## src/rtl/cpu_pkg.sv

```systemverilog
// Shared CPU memory-map constants and the PC unit state type.
// Reused by the instruction memory, CP0 and next-PC logic.
package cpu_pkg;

  localparam logic [31:0] RESET_VEC  = 32'h0000_3000;
  localparam logic [31:0] EXC_VEC    = 32'h0000_4180;
  localparam int unsigned IM_DEPTH   = 4096;
  localparam int unsigned WORD_BYTES = 4;

  typedef enum logic {
    PC_RUN  = 1'b0,
    PC_HOLD = 1'b1
  } pc_state_e;

endpackage

```

## src/rtl/pc_unit.sv

```systemverilog
// IF-stage program counter: sequential fetch, stall with captured redirect,
// exception entry / eret return, and a fetch-address-error flag.
module pc_unit
  import cpu_pkg::*;
#(
  parameter int unsigned       WIDTH     = 32,
  parameter logic [WIDTH-1:0]  RESET_VEC = WIDTH'(cpu_pkg::RESET_VEC),
  parameter logic [WIDTH-1:0]  EXC_VEC   = WIDTH'(cpu_pkg::EXC_VEC),
  parameter int unsigned       IM_DEPTH  = cpu_pkg::IM_DEPTH
) (
  input  logic             clk,
  input  logic             reset,
  input  logic             stall,
  input  logic             redirect,
  input  logic [WIDTH-1:0] target,
  input  logic             exc_req,
  input  logic             eret,
  input  logic [WIDTH-1:0] epc,
  output logic [WIDTH-1:0] pc,
  output logic [WIDTH-1:0] pc_plus4,
  output logic             adel,
  output logic             pending
);

  // One extra bit keeps the upper bound from wrapping when the window
  // touches the top of the address space.
  localparam logic [WIDTH:0] RANGE_LO = {1'b0, RESET_VEC};
  localparam logic [WIDTH:0] RANGE_HI = RANGE_LO + (WIDTH+1)'(WORD_BYTES * IM_DEPTH);

  logic [WIDTH-1:0] pc_q, pc_d;
  logic [WIDTH-1:0] pend_target_q, pend_target_d;
  pc_state_e        state_q, state_d;
  logic [WIDTH:0]   pc_ext;

  assign pc_plus4 = pc_q + WIDTH'(WORD_BYTES);

  always_comb begin
    pc_d          = pc_q;
    pend_target_d = pend_target_q;
    state_d       = state_q;
    if (exc_req) begin
      pc_d    = EXC_VEC;
      state_d = PC_RUN;
    end else if (eret) begin
      pc_d    = epc;
      state_d = PC_RUN;
    end else if (stall) begin
      if (redirect) begin
        pend_target_d = target;
        state_d       = PC_HOLD;
      end
    end else if (redirect) begin
      pc_d    = target;
      state_d = PC_RUN;
    end else if (state_q == PC_HOLD) begin
      pc_d    = pend_target_q;
      state_d = PC_RUN;
    end else begin
      pc_d = pc_plus4;
    end
  end

  always_ff @(posedge clk or negedge reset) begin
    if (!reset) begin
      pc_q          <= RESET_VEC;
      pend_target_q <= '0;
      state_q       <= PC_RUN;
    end else begin
      pc_q          <= pc_d;
      pend_target_q <= pend_target_d;
      state_q       <= state_d;
    end
  end

  assign pc_ext  = {1'b0, pc_q};
  assign adel    = (pc_q[1:0] != 2'b00) || (pc_ext < RANGE_LO) || (pc_ext >= RANGE_HI);
  assign pc      = pc_q;
  assign pending = (state_q == PC_HOLD);

endmodule

```

## config.mk

```make
export PLATFORM = sky130hd
export DESIGN_NAME = pc_unit
export DESIGN_NICKNAME = d
export VERILOG_FILES = /design/src/rtl/cpu_pkg.sv /design/src/rtl/pc_unit.sv
export SDC_FILE = /design/constraint.sdc
export NUM_CORES = 1
export LEC_CHECK = 0
export ABC_CLOCK_PERIOD_IN_PS = 2850
export CAP_MARGIN = 20
export CORE_MARGIN = 10
export CORE_UTILIZATION = 25
export CTS_BUF_LIST = sky130_fd_sc_hd__clkbuf_4
export CTS_CLUSTER_DIAMETER = 50
export DETAILED_ROUTE_END_ITERATION = 12
export DONT_BUFFER_PORTS = 1
export PLACE_DENSITY = 0.4
export RECOVER_POWER = 100
export SYNTH_ARGS = -nofsm -noshare
export SYNTH_HDL_FRONTEND = slang
export SYNTH_SLANG_ARGS = --single-unit
```

## constraint.sdc

```tcl
create_clock -name clk -period 2.85 [get_ports clk]
set_input_delay 0.285 -clock clk [delete_from_list [all_inputs] [get_ports clk]]
set_output_delay 0.285 -clock clk [all_outputs]
set_load 0.01 [all_outputs]
```

# Word-level counts from Yosys, hierarchy flattened
# Cells that the tools add are included.
[totals]
ff_bits = 65
latch_bits = 0
mem_bits_rw = 0
rom_bits = 0
inputBits = 70
out_inout_bits = 66
wordCells = 23
mem_count = 0
[classes]
n_addsub = 1
n_mul = 0
n_div = 0
order_cmp = 2
eq_ne = 2
n_shift = 0
mux = 9
bitwise = 2
reduce_logical = 4
[op_table]
columns = ["op", "n"]
rows = [
  ["32-bit two-way mux", 5],
  ["32-bit by 3-bit adder with 32-bit output, second input constant", 1],
  ["32-bit by 15-bit >= comparator with 1-bit output, second input constant", 1],
  ["32-bit by 14-bit less-than comparator with 1-bit output, second input constant", 1],
  ["1-bit two-way mux", 4],
  ["4-bit by 1-bit inequality test with 1-bit output, second input constant", 1],
  ["4-bit AND reduction", 1],
  ["3-bit by 1-bit inequality test with 1-bit output, second input constant", 1],
  ["1-bit logical OR", 2],
  ["1-bit NOT", 2],
  ["2-bit nonzero test", 1],
]

# Logic depth before layout (Yosys ltp)
# Gate-level depths: netlist of the first run.
[logic_depth]
word_depth = 6
ltp_mapped = 7
mapped_depth_nobuf = 7

# Least setup slack after synthesis of the first run
# OpenSTA, ideal clock, no wires.
[synth_timing]
kind = "register to output"
start = "register pc_q[12] (netlist: pc[12])"
end = "output pc_plus4[30]"
arrival_ns = 1.673
setup_slack_ns = 0.892
path_stages_with_launch = 6
n_path_buf = 1
cell_sequence = "dfstp_2 -> and4_1 -> buf_6 -> nand4_2 -> o41a_1 -> or2_1"
[synth_between]
elab_chain_cells = 1
[synth_lines]
columns = ["element", "line_no", "text"]
rows = [
  ["start: declaration", "pc_unit.sv:30", "logic [WIDTH-1:0] pc_q, pc_d;"],
  ["start signal: assignment", "pc_unit.sv:69", "pc_q <= pc_d;"],
  ["32-bit by 3-bit adder with 32-bit output", "pc_unit.sv:35", "assign pc_plus4 = pc_q + WIDTH'(WORD_BYTES);"],
  ["end: declaration", "pc_unit.sv:20", "output logic [WIDTH-1:0] pc_plus4,"],
]
# No other way between the ends.

# Final worst setup path of the first run
[layout_timing]
start = "register pc_q[13] (netlist: pc[13])"
end = "output pc_plus4[22]"
# Same word-level chain as after synthesis.

==> metrics.md, run 1 <==
| Metric | Value |
|---|---|
| RR Endpoint | `pc[31]$_DFFE_PN0P_` |
| Final Hold Fails | `0` |
| Top-count cell post-synth | `dfrtp_1` |
| DR DRC count | `0` |
| Setup Viol. Count Final | `0` |
| Worst R2R Path Depth | `5` |
| Slew margin rel. | `-0.180` |
| Sequential fraction of the synthesis area | `0.374` |
| Synth area leaders | `dfrtp_1 (36%), mux2_2 (8.0%), xnor2_1 (3.0%)` |
| GR Overflow Total | `0` |
| Cell taking the most area after synthesis | `dfrtp_1` |
| Synth Flop Type | `dfrtp_1` |
| Clock sink count | `65` |
| Layout area overhead | `15.9%` |
| Crit path launch type | `flip-flop` |
| Mapped Nets | `537` |
| WL final | `19000 µm` |
| Clock Tree Root | `clkbuf_4` |
| Yosys cell types | `72` |
| Drt via density | `5.52` |
| Flop pwr share | `0.516` |
| Busiest grt layer | `met2` |
| HP Start | `epc[15]` |
| Max Fclk | `367 MHz` |
| Hold Path Depth | `2` |
| Power per Cell Area | `462 nW/µm²` |
| Max H-tree Level | `3` |
| FF+latch count, synth | `65` |
| Yosys top cell area share | `0.362` |
| Die Span X | `152 µm` |
| Clock skew | `0.00594 ns` |
| Area after DPL | `4470 µm²` |
| Post-synthesis async set-or-reset flop share | `1.00` |
| Leakage power | `1.94 nW` |
| Worst Setup Path Type | `reg -> out` |
| Die Footprint | `23100 µm²` |
| Global-route track usage on met2 | `0.238` |
| Crit end category | `output port` |
| Switching share of power | `0.336` |
| Req. time, crit path | `2.57 ns` |
| Worst hold path type | `in -> reg` |
| Max clock buf depth | `2` |
| R2R setup slack | `0.63 ns` |
| CTS Buf Count | `9` |
| Status | `finished with violations` |
| Reg-to-Reg Start | `pc[13]$_DFFE_PN1P_` |
| IO Port Bufs | `0` |
| Violated checks | `max-capacitance violations, max-slew violations` |
| Slew at the pin closest to its max-slew limit | `1.77 ns` |
| Pre-antenna DRT Iters | `6` |
| Period utilization | `0.957` |
| EDFF count, synth | `0` |
| Mapped Area | `4350 µm²` |
| RSZ-0062 raised after global routing | `false` |
| Worst-path fanout max | `9` |
| Setup TNS Final | `0 ns` |
| Worst skew pair latency | `0.45 ns` |
| # IOs | `136` |
| Vias | `3999` |
| TritonCTS clock tree | `yes` |
| Post-DP HPWL | `13500 µm` |
| Psw | `0.000784 W` |
| Largest net degree at the start of global routing | `66` |
| Initial cell density of the core | `0.253` |
| Crit path time final | `2.73 ns` |
| Slew Limit Fails | `66` |
| DRT iter0 DRCs | `375` |
| Worst VDD drop | `0.171 mV` |
| Per-cell routed wire length | `26.2 µm` |
| First-pass GRT wire length | `28000 µm` |
| GRT Total Usage | `0.158` |
| Met3 usage | `0.0437` |
| Layout cells sized above 1 | `0.156` |
| GRT met1 Usage | `0.208` |
| Synth top cells by count | `dfrtp_1 (63), nand2_1 (32), mux2_2 (31), nor2_1 (31), a21oi_1 (25)` |
| Fin area | `5040 µm²` |
| Clock transition at the registers of the reported paths | `0.12 ns` |
| Internal power | `0.00155 W` |
| Ys Warns | `0` |
| Nets | `566` |
| Core box area | `17200 µm²` |
| Post-CTS setup repair buffer count | `0` |
| Initial antenna violation count | `1` |
| End of the worst hold path | `pc[15]$_DFFE_PN0P_` |
| Placer Congestion | `0.832` |
| FP Rows | `48` |
| Number of global-route vias before repair | `3977` |
| Detail Route Antenna Nets | `0` |
| Synthesized area per cell | `9.36 µm²` |
| Chip Height | `152 µm` |
| Max-Cap Viols | `1` |
| Gate power share | `0.207` |
| Clk network pwr share | `0.277` |
| Cells after Synth | `465` |
| CP arrival | `2.44 ns` |
-- kinds of logic after synthesis --
family	share of synthesized area
AOI/OAI and AO/OA	0.202
xor gates and xnor gates	0.0423
adders and majority gates	0.00575
buffers and inverters	0.0728
DFF	0.374
muxes	0.0917
and+or+nand+nor	0.211
-- registers in the layout (all words and copies together), names as in the netlist --
register,cells
pc,32
pend_target_q,32
pending,1
-- worst max-delay path, stage by stage, from the launching register on --
cell and delay [ns]:
dfstp_1 0.82, and2_2 0.26, nand2_1 0.23, o31a_1 0.38, or2_0 0.29
-- cell usage in the layout (no fill, tap or decap), types with 6 or more instances in the layout --
| cell type | count |
|---|---|
| a21oi_1 | 25 |
| a221o_1 | 8 |
| a221oi_1 | 10 |
| a22oi_1 | 6 |
| clkbuf_1 | 7 |
| clkbuf_4 | 9 |
| dfrtp_1 | 61 |
| dlygate4sd3_1 | 48 |
| inv_1 | 12 |
| mux2_2 | 31 |
| nand2_1 | 32 |
| nand2b_1 | 6 |
| nand3_1 | 15 |
| nand4_1 | 10 |
| nor2_1 | 31 |
| nor3_1 | 17 |
| nor4_1 | 9 |
| o21ai_0 | 18 |
| xnor2_1 | 15 |
| xor2_1 | 6 |
-- through the flow --
stage	setup slack, ns	total power, W	instances	util	hold WS, ns
2_1_floorplan	0.892	0.00154	465	-	-0.0106
3_3_place_gp	0.598	0.00161	659	0.260	-0.00773
3_5_place_dp	0.571	0.00163	659	0.260	-0.00791
4_1_cts	0.0282	0.00237	724	0.297	0.00308
5_1_grt	0.0121	0.00245	725	0.294	0.0236
6_report	0.123	0.00233	725	0.294	0.0290
-- final cells by class --
| cell class | count | area, µm² |
|---|---|---|
| Antenna cell | 1 | 2.50 |
| Clock buffer | 9 | 67.6 |
| Clock inverter | 7 | 61.3 |
| Fill cell | 1899 | 12100 |
| Inverter | 12 | 45.0 |
| Multi-Input combinational cell | 345 | 2400 |
| Sequential cell | 65 | 1630 |
| Tap cell | 225 | 282 |
| Timing Repair Buffer | 61 | 554 |
-- worst max path at each step --
stage                       startpoint  slack (ns)            to  cells past startpoint
floorplan           pc[12]$_DFFE_PN1P_        0.89  pc_plus4[30]                      5
global placement    pc[12]$_DFFE_PN1P_        0.60  pc_plus4[22]                      4
detailed placement  pc[12]$_DFFE_PN1P_        0.57  pc_plus4[22]                      4
CTS                 pc[12]$_DFFE_PN1P_        0.03  pc_plus4[22]                      4
global route        pc[13]$_DFFE_PN1P_        0.01  pc_plus4[22]                      4
finish              pc[13]$_DFFE_PN1P_        0.12  pc_plus4[22]                      4
-- power groups by stage --
stage / clock network (W) / logic [W] / registers [W]
floorplan: 0 / 0.000369 / 0.00117
global placement: 0 / 0.000398 / 0.00122
detailed placement: 0 / 0.000404 / 0.00122
CTS: 0.000666 / 0.000497 / 0.00120
global route: 0.000702 / 0.000524 / 0.00122
finish: 0.000646 / 0.000482 / 0.00120
-- timing repair --
item / CTS / global route
hold buffers: 49 / 0
gates resized for setup: 0 / 6
endpoints found under the setup margin: 0 / 10
hold endpoints to repair: 123 / 0
-- layer usage --
| layer | share of wire | vias to the layer above |
|---|---|---|
| met4 | 0.026 | 0 |
| li1 | - | 1798 |
| met2 | 0.45 | 158 |
| met5 | 0 | - |
| met3 | 0.074 | 26 |
| met1 | 0.45 | 2017 |
Power figures use the tool's default switching activity.
==> run 2: changes to the inputs <==
Settings changed: SLEW_MARGIN from default to 20.
==> results of run 2 <==
The final DEF is identical to that of run 1; final timing and power are the same.
==> RTL change: new RTL, flow settings as in run 1 <==
The parameter `WIDTH` goes from 32 to 64.
--- a/src/rtl/pc_unit.sv
+++ b/src/rtl/pc_unit.sv
@@ -3,7 +3,7 @@
 module pc_unit
   import cpu_pkg::*;
 #(
-  parameter int unsigned       WIDTH     = 32,
+  parameter int unsigned       WIDTH     = 64,
   parameter logic [WIDTH-1:0]  RESET_VEC = WIDTH'(cpu_pkg::RESET_VEC),
   parameter logic [WIDTH-1:0]  EXC_VEC   = WIDTH'(cpu_pkg::EXC_VEC),
   parameter int unsigned       IM_DEPTH  = cpu_pkg::IM_DEPTH
Interface: changed (resized epc, pc, pc_plus4 and target); port bits go from 136 to 264. The function was not compared with the original's and may differ.
==> RTL change against run 1 <==
  * The flow finishes with violations (negative hold slack, max-capacitance violations, max-slew violations, negative setup slack)
  * Core utilization up 7.3 points
  * Synthesized area up 93%
  * Final area up 140%
  * First-iteration DRC count up 110%
  * Routed wire length up 140%
  * Largest power group unchanged
  * Sequential power up 90%
  * Power up 110%
  * Highest routed layer unchanged
  * Sequential cell count up 64
  * Worst setup slack worse by 0.22 ns
==> RTL change: results <==
[final_layout]
nFillCells = 3516
clkbuf_count = 19
nets = 1315
multi_input_area_share_pct = 43.4
signal_buffers = 312

[sta]
whs_ns = -0.597
setup_violations = 10
setup_tns_ns = -0.430
drv_slew = 24
slew_headroom_pct = -4.86
setup_ws_ns = -0.101
final_hold_viol_count = 129

[setup_path]
r2r_end = pc[12]
crit_fanout = 7
reg2reg_from = pc[3]
crit_slowest_cell = or4_4

[grt]
grt_pass1_vias = 9000

[job]
drv_cap = 1

[detailed_routing]
drt-initial-drc-count = 796
met2WireLength_mm = 21.3

[run_status]
violations = negative hold slack, max-capacitance violations, max-slew violations, negative setup slack
outcome = finished, violations left

[clock_network]
cts-buffers-inserted = 17

[place]
post_dp_cell_area_mm2 = 0.00967
gp_congestion = 0.853

[power_and_ir_drop]
p_leak_nw = 5.01

[synth]
synth_commonest_cells = 127 x dfrtp_1, 78 x nand2_1, 61 x mux2_2
-- RTL change: cell count changes in the layout (fill, tap and decap cells not counted), sizes merged, moves of 15 or more --
cell,before,now
xnor2,15,39
mux2,31,61
o221ai,3,22
inv,12,27
nand4,11,31
buf,4,169
dlygate4sd3,48,140
nor2,31,59
nand2,32,78
o21ai,18,49
a21oi,25,42
dfrtp,63,127
-- RTL change: kinds of logic (layout without fill, tap and decap cells) --
family / count (synthesis) / after routing / share of synthesized area, %
AND/OR/NAND/NOR: 308 / 308 / 19.3
flip-flops: 129 / 129 / 38.4
XOR/XNOR: 51 / 51 / 5.31
multiplexers: 78 / 78 / 10.2
AO/OA/AOI/OAI: 252 / 252 / 21.2
other: 0 / 6 / 0
adder cells (fa/ha/maj): 2 / 2 / 0.298
buffers and inverters: 111 / 368 / 5.27
-- RTL change: how the worst max path moves through the flow --
stage / slack (ns) / to / start
2_1_floorplan: 0.43 / pc_plus4[62] / pc[44]
3_3_place_gp: 0.33 / pc_plus4[54] / pc[50]
3_5_place_dp: 0.26 / pc_plus4[26] / pc[2]
4_1_cts: -0.11 / pc_plus4[60] / pc[50]
5_1_grt: -0.23 / pc_plus4[46] / pc[2]
6_report: -0.10 / pc_plus4[62] / pc[50]
-- RTL change: what timing repair did --
item,CTS,global route
setup buffers,23,16
endpoints found under the setup margin,36,39
gates resized for setup,55,71
hold endpoints to repair,255,129
pin swaps,24,32
-- RTL change: power by group through the flow --
| stage | clock network (mW) | registers (mW) | logic, mW |
|---|---|---|---|
| global placement | 0 | 2.30 | 1.08 |
| global route | 1.36 | 2.32 | 1.44 |
| CTS | 1.29 | 2.28 | 1.32 |
| detailed placement | 0 | 2.31 | 1.09 |
| finish | 1.26 | 2.28 | 1.35 |
| floorplan | 0 | 2.31 | 0.655 |
